`config.mk`:
```
export PLATFORM = sky130hd
export DESIGN_NAME = alu_matrix_mult_seq
export DESIGN_NICKNAME = d
export VERILOG_FILES = /design/src/rtl/alu_pkg.sv /design/src/rtl/alu_mac_unit.sv /design/src/rtl/alu_matrix_mult_seq.sv
export SDC_FILE = /design/constraint.sdc
export NUM_CORES = 2
export LEC_CHECK = 0
export ABC_AREA = 1
export BUFFER_PORTS_ARGS = -buffer_cell sky130_fd_sc_hd__buf_2
export CAP_MARGIN = 20
export CELL_PAD_IN_SITES_DETAIL_PLACEMENT = 0
export CELL_PAD_IN_SITES_GLOBAL_PLACEMENT = 1
export CORE_MARGIN = 2
export CORE_UTILIZATION = 40
export CTS_CLUSTER_SIZE = 16
export DETAILED_ROUTE_END_ITERATION = 16
export GPL_TIMING_DRIVEN = 0
export MAX_ROUTING_LAYER = met4
export PLACE_DENSITY = 0.79
export REMOVE_ABC_BUFFERS = 1
export SYNTH_ARGS = -nofsm -noshare
export SYNTH_HDL_FRONTEND = slang
export SYNTH_SLANG_ARGS = --single-unit
```
`constraint.sdc`:
```
create_clock -name clk -period 8.9 [get_ports clk]
set_input_delay 0.89 -clock clk [delete_from_list [all_inputs] [get_ports clk]]
set_output_delay 0.89 -clock clk [all_outputs]
set_load 0.01 [all_outputs]
```
`src/rtl/alu_pkg.sv`:
```
`default_nettype none
// ============================================================================
// Module      : alu_pkg
// Description : Shared definitions for the sequential matrix multiplier:
//               FSM state encoding, accumulator width derivation, flat-bus
//               element offset helper and signed saturation limits.
// Revision    : 1.0 - initial release
// ============================================================================
package alu_pkg;

    // FSM state encoding
    localparam logic [1:0] c_st_idle  = 2'd0;
    localparam logic [1:0] c_st_mac   = 2'd1;
    localparam logic [1:0] c_st_write = 2'd2;
    localparam logic [1:0] c_st_done  = 2'd3;

    // Accumulator wide enough for dim products of two signed data_w values
    function automatic int calc_acc_w(input int data_w, input int dim);
        return 2 * data_w + $clog2(dim);
    endfunction

    // Bit offset of element (r,c) in a row-major flat bus
    function automatic int elem_off(input int r, input int c, input int dim, input int data_w);
        return (r * dim + c) * data_w;
    endfunction

    // Largest representable signed data_w value
    function automatic int sat_max(input int data_w);
        return (1 << (data_w - 1)) - 1;
    endfunction

    // Smallest representable signed data_w value
    function automatic int sat_min(input int data_w);
        return -(1 << (data_w - 1));
    endfunction

endpackage
`default_nettype wire

```
`src/rtl/alu_mac_unit.sv`:
```
`default_nettype none
// ============================================================================
// Module      : alu_mac_unit
// Description : Signed DATA_W x DATA_W multiplier feeding an ACC_W
//               accumulate register with synchronous clear and enable.
//               Clear has priority over enable.
// Revision    : 1.0 - initial release
// ============================================================================
module alu_mac_unit #(
    parameter int DATA_W = 8,
    parameter int ACC_W  = 19
) (
    input  logic                     clk,
    input  logic                     rst,
    input  logic                     i_clr,
    input  logic                     i_en,
    input  logic signed [DATA_W-1:0] i_a,
    input  logic signed [DATA_W-1:0] i_b,
    output logic signed [ACC_W-1:0]  o_acc
);

    logic signed [2*DATA_W-1:0] w_prod;
    logic signed [ACC_W-1:0]    w_acc_nxt;
    logic signed [ACC_W-1:0]    r_acc;

    // Full-precision product, sign-extended and added to the running sum
    always_comb begin
        w_prod    = i_a * i_b;
        w_acc_nxt = r_acc;
        if (i_clr) begin
            w_acc_nxt = '0;
        end else if (i_en) begin
            w_acc_nxt = r_acc + ACC_W'(w_prod);
        end
    end

    // Accumulator register
    always_ff @(posedge clk) begin
        if (rst) begin
            r_acc <= '0;
        end else begin
            r_acc <= w_acc_nxt;
        end
    end

    assign o_acc = r_acc;

endmodule
`default_nettype wire

```
`src/rtl/alu_matrix_mult_seq.sv`:
```
`default_nettype none
// ============================================================================
// Module      : alu_matrix_mult_seq
// Description : Sequential signed square matrix multiplier C = A x B with
//               runtime size 1..DIM, one shared MAC, start/busy/done
//               handshake and per-element overflow tracking.
//               Optional macro ALU_MATMUL_SAT_EN clamps overflowing
//               elements instead of wrapping them.
// Revision    : 1.0 - initial release
// ============================================================================
module alu_matrix_mult_seq
    import alu_pkg::*;
#(
    parameter int DIM    = 5,
    parameter int DATA_W = 8,
    parameter int ACC_W  = calc_acc_w(DATA_W, DIM)
) (
    input  logic                      clk,
    input  logic                      rst,
    input  logic                      start,
    input  logic [2:0]                size,
    input  logic [DIM*DIM*DATA_W-1:0] A_flat,
    input  logic [DIM*DIM*DATA_W-1:0] B_flat,
    output logic [DIM*DIM*DATA_W-1:0] C_flat,
    output logic                      busy,
    output logic                      done,
    output logic                      overflow_flag
);

    localparam int c_flat_w = DIM * DIM * DATA_W;
    localparam int c_idx_w  = (DIM > 1) ? $clog2(DIM) : 1;

    localparam logic signed [ACC_W-1:0] c_acc_max = ACC_W'(sat_max(DATA_W));
    localparam logic signed [ACC_W-1:0] c_acc_min = ACC_W'(sat_min(DATA_W));
`ifdef ALU_MATMUL_SAT_EN
    localparam logic [DATA_W-1:0] c_dat_max = DATA_W'(sat_max(DATA_W));
    localparam logic [DATA_W-1:0] c_dat_min = DATA_W'(sat_min(DATA_W));
`endif

    // Registered state
    logic [1:0]          r_state;
    logic [c_flat_w-1:0] r_a;
    logic [c_flat_w-1:0] r_b;
    logic [c_flat_w-1:0] r_c;
    logic                r_ovf;
    logic [c_idx_w-1:0]  r_i;
    logic [c_idx_w-1:0]  r_j;
    logic [c_idx_w-1:0]  r_k;
    logic [c_idx_w-1:0]  r_last;

    // Next-state values
    logic [1:0]          w_state_nxt;
    logic [c_flat_w-1:0] w_a_nxt;
    logic [c_flat_w-1:0] w_b_nxt;
    logic [c_flat_w-1:0] w_c_nxt;
    logic                w_ovf_nxt;
    logic [c_idx_w-1:0]  w_i_nxt;
    logic [c_idx_w-1:0]  w_j_nxt;
    logic [c_idx_w-1:0]  w_k_nxt;
    logic [c_idx_w-1:0]  w_last_nxt;

    // Datapath
    logic                     w_acc_clr;
    logic                     w_acc_en;
    logic signed [DATA_W-1:0] w_a_elem;
    logic signed [DATA_W-1:0] w_b_elem;
    logic signed [ACC_W-1:0]  w_acc;
    logic                     w_elem_ovf;
    logic [DATA_W-1:0]        w_elem_val;
    logic [c_idx_w-1:0]       w_size_last;

    // Out-of-range sizes (0 or above DIM) select the full DIM; stored as size-1
    always_comb begin
        if ((size == 3'd0) || (int'(size) > DIM)) begin
            w_size_last = c_idx_w'(DIM - 1);
        end else begin
            w_size_last = c_idx_w'(int'(size) - 1);
        end
    end

    // Operand fetch: A[i][k] and B[k][j] from the latched copies
    always_comb begin
        w_a_elem = r_a[elem_off(int'(r_i), int'(r_k), DIM, DATA_W) +: DATA_W];
        w_b_elem = r_b[elem_off(int'(r_k), int'(r_j), DIM, DATA_W) +: DATA_W];
    end

    alu_mac_unit #(
        .DATA_W (DATA_W),
        .ACC_W  (ACC_W)
    ) u_mac (
        .clk   (clk),
        .rst   (rst),
        .i_clr (w_acc_clr),
        .i_en  (w_acc_en),
        .i_a   (w_a_elem),
        .i_b   (w_b_elem),
        .o_acc (w_acc)
    );

    // Element overflow detection and the value written back to C
    always_comb begin
        w_elem_ovf = (w_acc > c_acc_max) || (w_acc < c_acc_min);
`ifdef ALU_MATMUL_SAT_EN
        if (w_acc > c_acc_max) begin
            w_elem_val = c_dat_max;
        end else if (w_acc < c_acc_min) begin
            w_elem_val = c_dat_min;
        end else begin
            w_elem_val = w_acc[DATA_W-1:0];
        end
`else
        w_elem_val = w_acc[DATA_W-1:0];
`endif
    end

    // FSM next-state, index sequencing and result write-back
    always_comb begin
        w_state_nxt = r_state;
        w_a_nxt     = r_a;
        w_b_nxt     = r_b;
        w_c_nxt     = r_c;
        w_ovf_nxt   = r_ovf;
        w_i_nxt     = r_i;
        w_j_nxt     = r_j;
        w_k_nxt     = r_k;
        w_last_nxt  = r_last;
        w_acc_clr   = 1'b0;
        w_acc_en    = 1'b0;

        case (r_state)
            c_st_idle: begin
                if (start) begin
                    w_state_nxt = c_st_mac;
                    w_a_nxt     = A_flat;
                    w_b_nxt     = B_flat;
                    w_last_nxt  = w_size_last;
                    w_c_nxt     = '0;
                    w_ovf_nxt   = 1'b0;
                    w_i_nxt     = '0;
                    w_j_nxt     = '0;
                    w_k_nxt     = '0;
                    w_acc_clr   = 1'b1;
                end
            end

            c_st_mac: begin
                w_acc_en = 1'b1;
                if (r_k == r_last) begin
                    w_state_nxt = c_st_write;
                end else begin
                    w_k_nxt = r_k + c_idx_w'(1);
                end
            end

            c_st_write: begin
                w_c_nxt[elem_off(int'(r_i), int'(r_j), DIM, DATA_W) +: DATA_W] = w_elem_val;
                w_ovf_nxt   = r_ovf | w_elem_ovf;
                w_acc_clr   = 1'b1;
                w_k_nxt     = '0;
                w_state_nxt = c_st_mac;
                if (r_j == r_last) begin
                    w_j_nxt = '0;
                    if (r_i == r_last) begin
                        w_i_nxt     = '0;
                        w_state_nxt = c_st_done;
                    end else begin
                        w_i_nxt = r_i + c_idx_w'(1);
                    end
                end else begin
                    w_j_nxt = r_j + c_idx_w'(1);
                end
            end

            c_st_done: begin
                w_state_nxt = c_st_idle;
            end

            default: begin
                w_state_nxt = c_st_idle;
            end
        endcase
    end

    // State registers; reset aborts any operation in flight
    always_ff @(posedge clk) begin
        if (rst) begin
            r_state <= c_st_idle;
            r_a     <= '0;
            r_b     <= '0;
            r_c     <= '0;
            r_ovf   <= 1'b0;
            r_i     <= '0;
            r_j     <= '0;
            r_k     <= '0;
            r_last  <= '0;
        end else begin
            r_state <= w_state_nxt;
            r_a     <= w_a_nxt;
            r_b     <= w_b_nxt;
            r_c     <= w_c_nxt;
            r_ovf   <= w_ovf_nxt;
            r_i     <= w_i_nxt;
            r_j     <= w_j_nxt;
            r_k     <= w_k_nxt;
            r_last  <= w_last_nxt;
        end
    end

    assign C_flat        = r_c;
    assign busy          = (r_state != c_st_idle);
    assign done          = (r_state == c_st_done);
    assign overflow_flag = r_ovf;

endmodule
`default_nettype wire

```
### Word level (Yosys, flattened, before mapping)

Index checks and enable logic that the tools add are counted.

* shifts and indexed selects: 4
* equality and inequality tests: 10
* reductions and logical operators: 13
* $mul: 3
* bitwise gates (word level): 1
* muxes and demuxes: 22
* $add $sub $neg: 9
* $lt $le $gt $ge: 3

Operators with widths (count)
* 200-bit case mux with 2 select lines: 1
* 200-bit bitwise mux: 1
* 200-bit two-way mux: 1
* 8-bit by 33-bit variable shift with 200-bit output (first input constant): 1
* 200-bit by 11-bit variable part select with 8-bit output: 1
* 200-bit by 32-bit variable part select with 8-bit output: 1
* 8-bit by 33-bit variable part select with 200-bit output: 1
* 10-bit negator with 33-bit output: 1
* 29-bit by 4-bit adder with 29-bit output: 1
* 19-bit by 16-bit adder with 19-bit output: 1
* 19-bit by 8-bit greater-than comparator with 1-bit output (second input constant): 1
* 19-bit by 8-bit less-than comparator with 1-bit output (second input constant): 1
* 3-bit two-way mux: 6
* 8-bit by 8-bit multiplier with 16-bit output: 1
* 6-bit by 3-bit adder with 7-bit output: 2
* 3-bit by 3-bit multiplier with 6-bit output (second input constant): 2
* 3-bit case mux with 2 select lines: 2
* 3-bit by 1-bit adder with 3-bit output (second input constant): 3
* 3-bit == test: 3
* 3-bit case mux with 3 select lines: 1
* 2-bit two-way mux: 4
* 2-bit != test (second input constant): 4
* 2-bit case mux with 4 select lines: 1
* 2-bit AND reduction: 3
* other kinds (14): 21

* word-level logic and storage cells: 75
* register bits after elaboration: 634
* output and inout bits: 203

### Depth between registers and ports, before layout

* depth after elaboration: 6
* gate-level depth with buffers: 37

### By module

A second synthesis with hierarchy kept.

* cells, all modules: 4341
* area, all modules: 31318.8 µm²

Modules (own cells, without submodules)
* alu_matrix_mult_seq: area an instance 26967.1 µm², cells each 3774, times used 1, sequential area each 12311.8 µm²
* alu_mac_unit: area an instance 4351.7 µm², cells each 567, times used 1, sequential area each 380.4 µm²

### Worst setup path before layout

OpenSTA, ideal clock, no wires.

* kind: reg2reg
* from: register r_k[0]
* to: register u_mac.r_acc[15] (netlist: u_mac.o_acc[15])
* data arrival time: 7782 ps
* setup time: 116 ps
* cell stages (with the launch flop): 36
* slack: 1002 ps
* required time: 8784 ps
* buffers on the path: 0
* cells stage by stage: dfxtp_1 > ha_1 > ha_1 > inv_1 > fa_1 > xnor2_2 > inv_2 > nor4_4 > a21oi_1 > nand2_1 > nand2_1 > nor2_1 > inv_1 > nor2_1 > inv_1 > fa_1 > inv_1 > fa_1 > fa_1 > fa_1 > inv_1 > fa_1 > inv_1 > ha_1 > nand2_1 > nor2_1 > a21oi_1 > nor2_1 > o21ai_0 > nand2_1 > nand3_1 > nand2_1 > a21oi_1 > o21ai_0 > o211ai_1 > inv_1

* longest elaborated chain between the ends: 5
* elaborated cells on any way between the ends: 7
* those cells by class: add/sub (3); mul (2); shift (2)

RTL lines
* from (decl): RTL line alu_matrix_mult_seq.sv:48 `logic [c_idx_w-1:0] r_k;`
* from (signal assigned): RTL line alu_matrix_mult_seq.sv:204 `r_k <= w_k_nxt;`
* 3-bit by 3-bit multiplier with 6-bit output: RTL line alu_pkg.sv:24 `return (r * dim + c) * data_w;`
* 6-bit by 3-bit adder with 7-bit output: RTL line alu_pkg.sv:24
* 200-bit by 11-bit variable part select with 8-bit output: RTL line alu_matrix_mult_seq.sv:84 `w_b_elem = r_b[elem_off(int'(r_k), int'(r_j), DIM, DATA_W) +: DATA_W];`
* 8-bit by 8-bit multiplier with 16-bit output *: RTL line alu_mac_unit.sv:28 `w_prod = i_a * i_b;`
* 19-bit by 16-bit adder with 19-bit output *: RTL line alu_mac_unit.sv:33 `w_acc_nxt = r_acc + ACC_W'(w_prod);`
* to (signal assigned): RTL line alu_mac_unit.sv:42 `r_acc <= w_acc_nxt;`
* to (decl): RTL line alu_mac_unit.sv:24 `logic signed [ACC_W-1:0] r_acc;`

Every way passes the cells marked *; elsewhere a longest branch is shown, timed or not.
A chain may end at the register's enable or synchronous reset.

### Worst setup path in the final report

Same ends and word-level chain as after synthesis.

==> results.cfg <==
[outcome]
run_status = completed

[layout]
finalInstanceArea_sq_um = 37800
layout_common_cells = nor2_1 (1078), dfxtp_1 (633), buf_2 (608), o21ai_0 (565), nand2_1 (535)
drive_gt1_share_pct = 18.5
area_growth_pct = 21.6
nets = 5289
mostFrequentLayoutCell = nor2_1

[placed_design]
place_hpwl_microns = 74700
portBuffers = 608
postPlaceCellArea_sq_um = 35200
pre_cts_ws_ns = -0.756
gp_congestion = 0.893

[timing]
slew_viol_final = 0
finalCritPeriodShare_pct = 92.5
fmax_mhz = 122
fin_crit_ns = 8.23
finalSetupViolCount = 0
maxSlewHeadroom_pct = 36.9
rsz0062_at_grt = false
worst_slew_pin_slew_ns = 0.943
tns_ns = 0
fin_skew_ns = 0.0434
worst_slack_ns = 0.670
hold_viol = 0

[logic_synthesis]
yosys_register_bits = 634
synth_warnings = 0
synth.avg_cell_area_sq_um = 7.28
synth_simple_gate_area_share_pct = 26.5
synth_mux_area_share_pct = 0
synth_compound_area_share_pct = 17.3
synth_edf_count = 0
synth.yosys.seq_area_share_pct = 40.8
synth.top_cell.area_share_pct = 40.8
yosys-top-cells-area = dfxtp_1 (41%), nor2_1 (13%), o21ai_0 (9.1%)
yosys.area.top_type = dfxtp_1
ys_types = 50
synth_top_family_by_area = simple AND/OR/NAND/NOR gates
ys.flop_type = dfxtp_1
synth_adder_area_share_pct = 8.45
syn-cell-area_sq_um = 31100
synthCells = 4274
synthArstFlopShare_pct = 0
synthXorXnorAreaFrac_pct = 1.03

[worst_setup_path]
start_kind = register
path_buf_inv = 9
critPathCaptureType = register
arrival_ns = 8.71
critPathTopFamily = adder cells
slowest_delay_ns = 0.64
required_ns = 9.38
cp_num_cells = 33
crit_path_max_fanout = 22
path_class = register to register
rr_startpoint = r_k[0]
reg2regPathDepth = 33
worst_path_max_delay_cell = fa_2
ff2ff_setup_slack_ns = 0.67
cp_common_cell = inv_1
r2r_end = u_mac.o_acc[15]

[clocking]
cts_made_buffers = 74
ctsHtreeMaxLevel = 3
clk_latency_ns = 0.63
clock-sinks = 634
cts_tree = done
cts-root-buf = clkbuf_16
clockBufferDepth = 3
cts.clk_slew.worst_paths_ns = 0.06

[hold_path]
hold_depth = 2
hold_class = register to register
holdPathEnd = C_flat[118]
hp-start = C_flat[118]

[global_route]
grt_pass1_vias = 29200
grt_util_all_layers_pct = 27.2
grt_pass1_wl_microns = 170000
grt_remaining_overflow = 0
grt_max_degree = 196
antenna_found_initial = 29

[power]
powerDensity_nw_per_um2 = 304
p_leak_nw = 16.7
vdd_ir_drop_max_mv = 0.458

[routing]
drtIter0Drc = 2632
drc = 0
drtPass1Iterations = 5
post_drt_via_cell_ratio = 5.21
num_vias = 30400
wl_per_cell_microns = 18.6
wirelength_microns = 109000
ant_nets = 0

[die]
start_util_pct = 40.3
die-area_sq_um = 80100
core_area_sq_um = 77200
die_h_microns = 283
rows = 102
num_io_pins = 609
die_w_microns = 283

[run]
maxCapViolCount = 0
-- cells by family (layout without fill, tap and decap cells) --
group,after synthesis,in the layout
other,0,21
AO/OA/AOI/OAI,1003,1003
AND/OR/NAND/NOR,1963,1963
adder cells (fa/ha/maj),158,158
buffers and inverters,481,988
XOR/XNOR,35,35
flip-flops,634,634
-- worst max path at each step --
stage,start,to
global route,r_k[0],u_mac.o_acc[15]
finish,r_k[0],u_mac.o_acc[15]
global placement,start,C_flat[84]
CTS,r_k[0],u_mac.o_acc[15]
floorplan,start,r_i[0]
detailed placement,r_k[0],u_mac.o_acc[15]
-- report_power, final --
group | switching (mW) | total [mW] | internal (mW)
Sequential | 0.147 | 3.25 | 3.10
Clock | 1.27 | 3.09 | 1.82
Combinational | 3.24 | 5.18 | 1.94
Total | 4.65 | 11.5 | 6.86
-- final cells by class --
class,count,area (sq um)
Fill cell,7951,39400
Tap cell,1040,1300
Multi-Input combinational cell,3159,16700
Clock buffer,114,2230
Inverter,211,833
Antenna cell,21,52.6
Sequential cell,634,12700
Timing Repair Buffer,645,3780
Clock inverter,18,225
-- cell usage after synthesis, drive strengths merged, types with 9 or more instances --
cell type / number
clkbuf: 232
xnor2: 19
nor3: 12
a31oi: 9
buf: 38
o21ai: 568
o211ai: 18
nand3: 243
o221ai: 24
a21oi: 303
o22ai: 40
inv: 207
fa: 87
a22oi: 16
xor2: 16
nand2: 552
a32o: 16
nor2: 1127
dfxtp: 634
nand4: 20
ha: 71
-- worst reg2reg max path, delay by kind of cell (launching register included) --
| family | cells | cell delay (ns) |
|---|---|---|
| adders and majority gates | 9 | 3.92 |
| and+or+nand+nor | 6 | 1.03 |
| AOI/OAI and AO/OA | 9 | 1.57 |
| DFF | 1 | 0.45 |
| buffers and inverters | 9 | 1.15 |
-- registers in the layout, summed over array words and instances, names as in the netlist --
signal / flops
C_flat: 200
r_i: 3
r_k: 3
u_mac.o_acc: 19
r_j: 3
overflow_flag: 1
r_b: 200
r_a: 200
r_state: 2
r_last: 3
-- routing by layer --
metal / track usage, % / vias to the layer above / wire [microns]
li1: - / 15000 / -
met1: 34.6 / 14300 / 47300
met2: 44.2 / 924 / 52100
met3: 3.65 / 195 / 5520
met4: 9.69 / 0 / 3940
met5: - / - / 0
-- per-stage QoR --
step	util [%]	hold WS [ns]	instances	power [mW]
after floorplan	-	0.464	4004	7.11
after global placement	44.6	0.446	5652	8.42
after detailed placement	45.6	0.449	5682	8.48
after CTS	48.8	0.458	5817	11.6
after global routing	49.0	0.470	5840	12.6
final	49.0	0.460	5842	11.5
-- repair_timing --
action / CTS / global route
hold buffers: 0 / 0
resized for setup: 5 / 16
buffers inserted: 3 / 3
setup endpoints to repair: 9 / 9
pin swaps: 1 / 1
No activity file was read; power rests on OpenSTA's default activity.
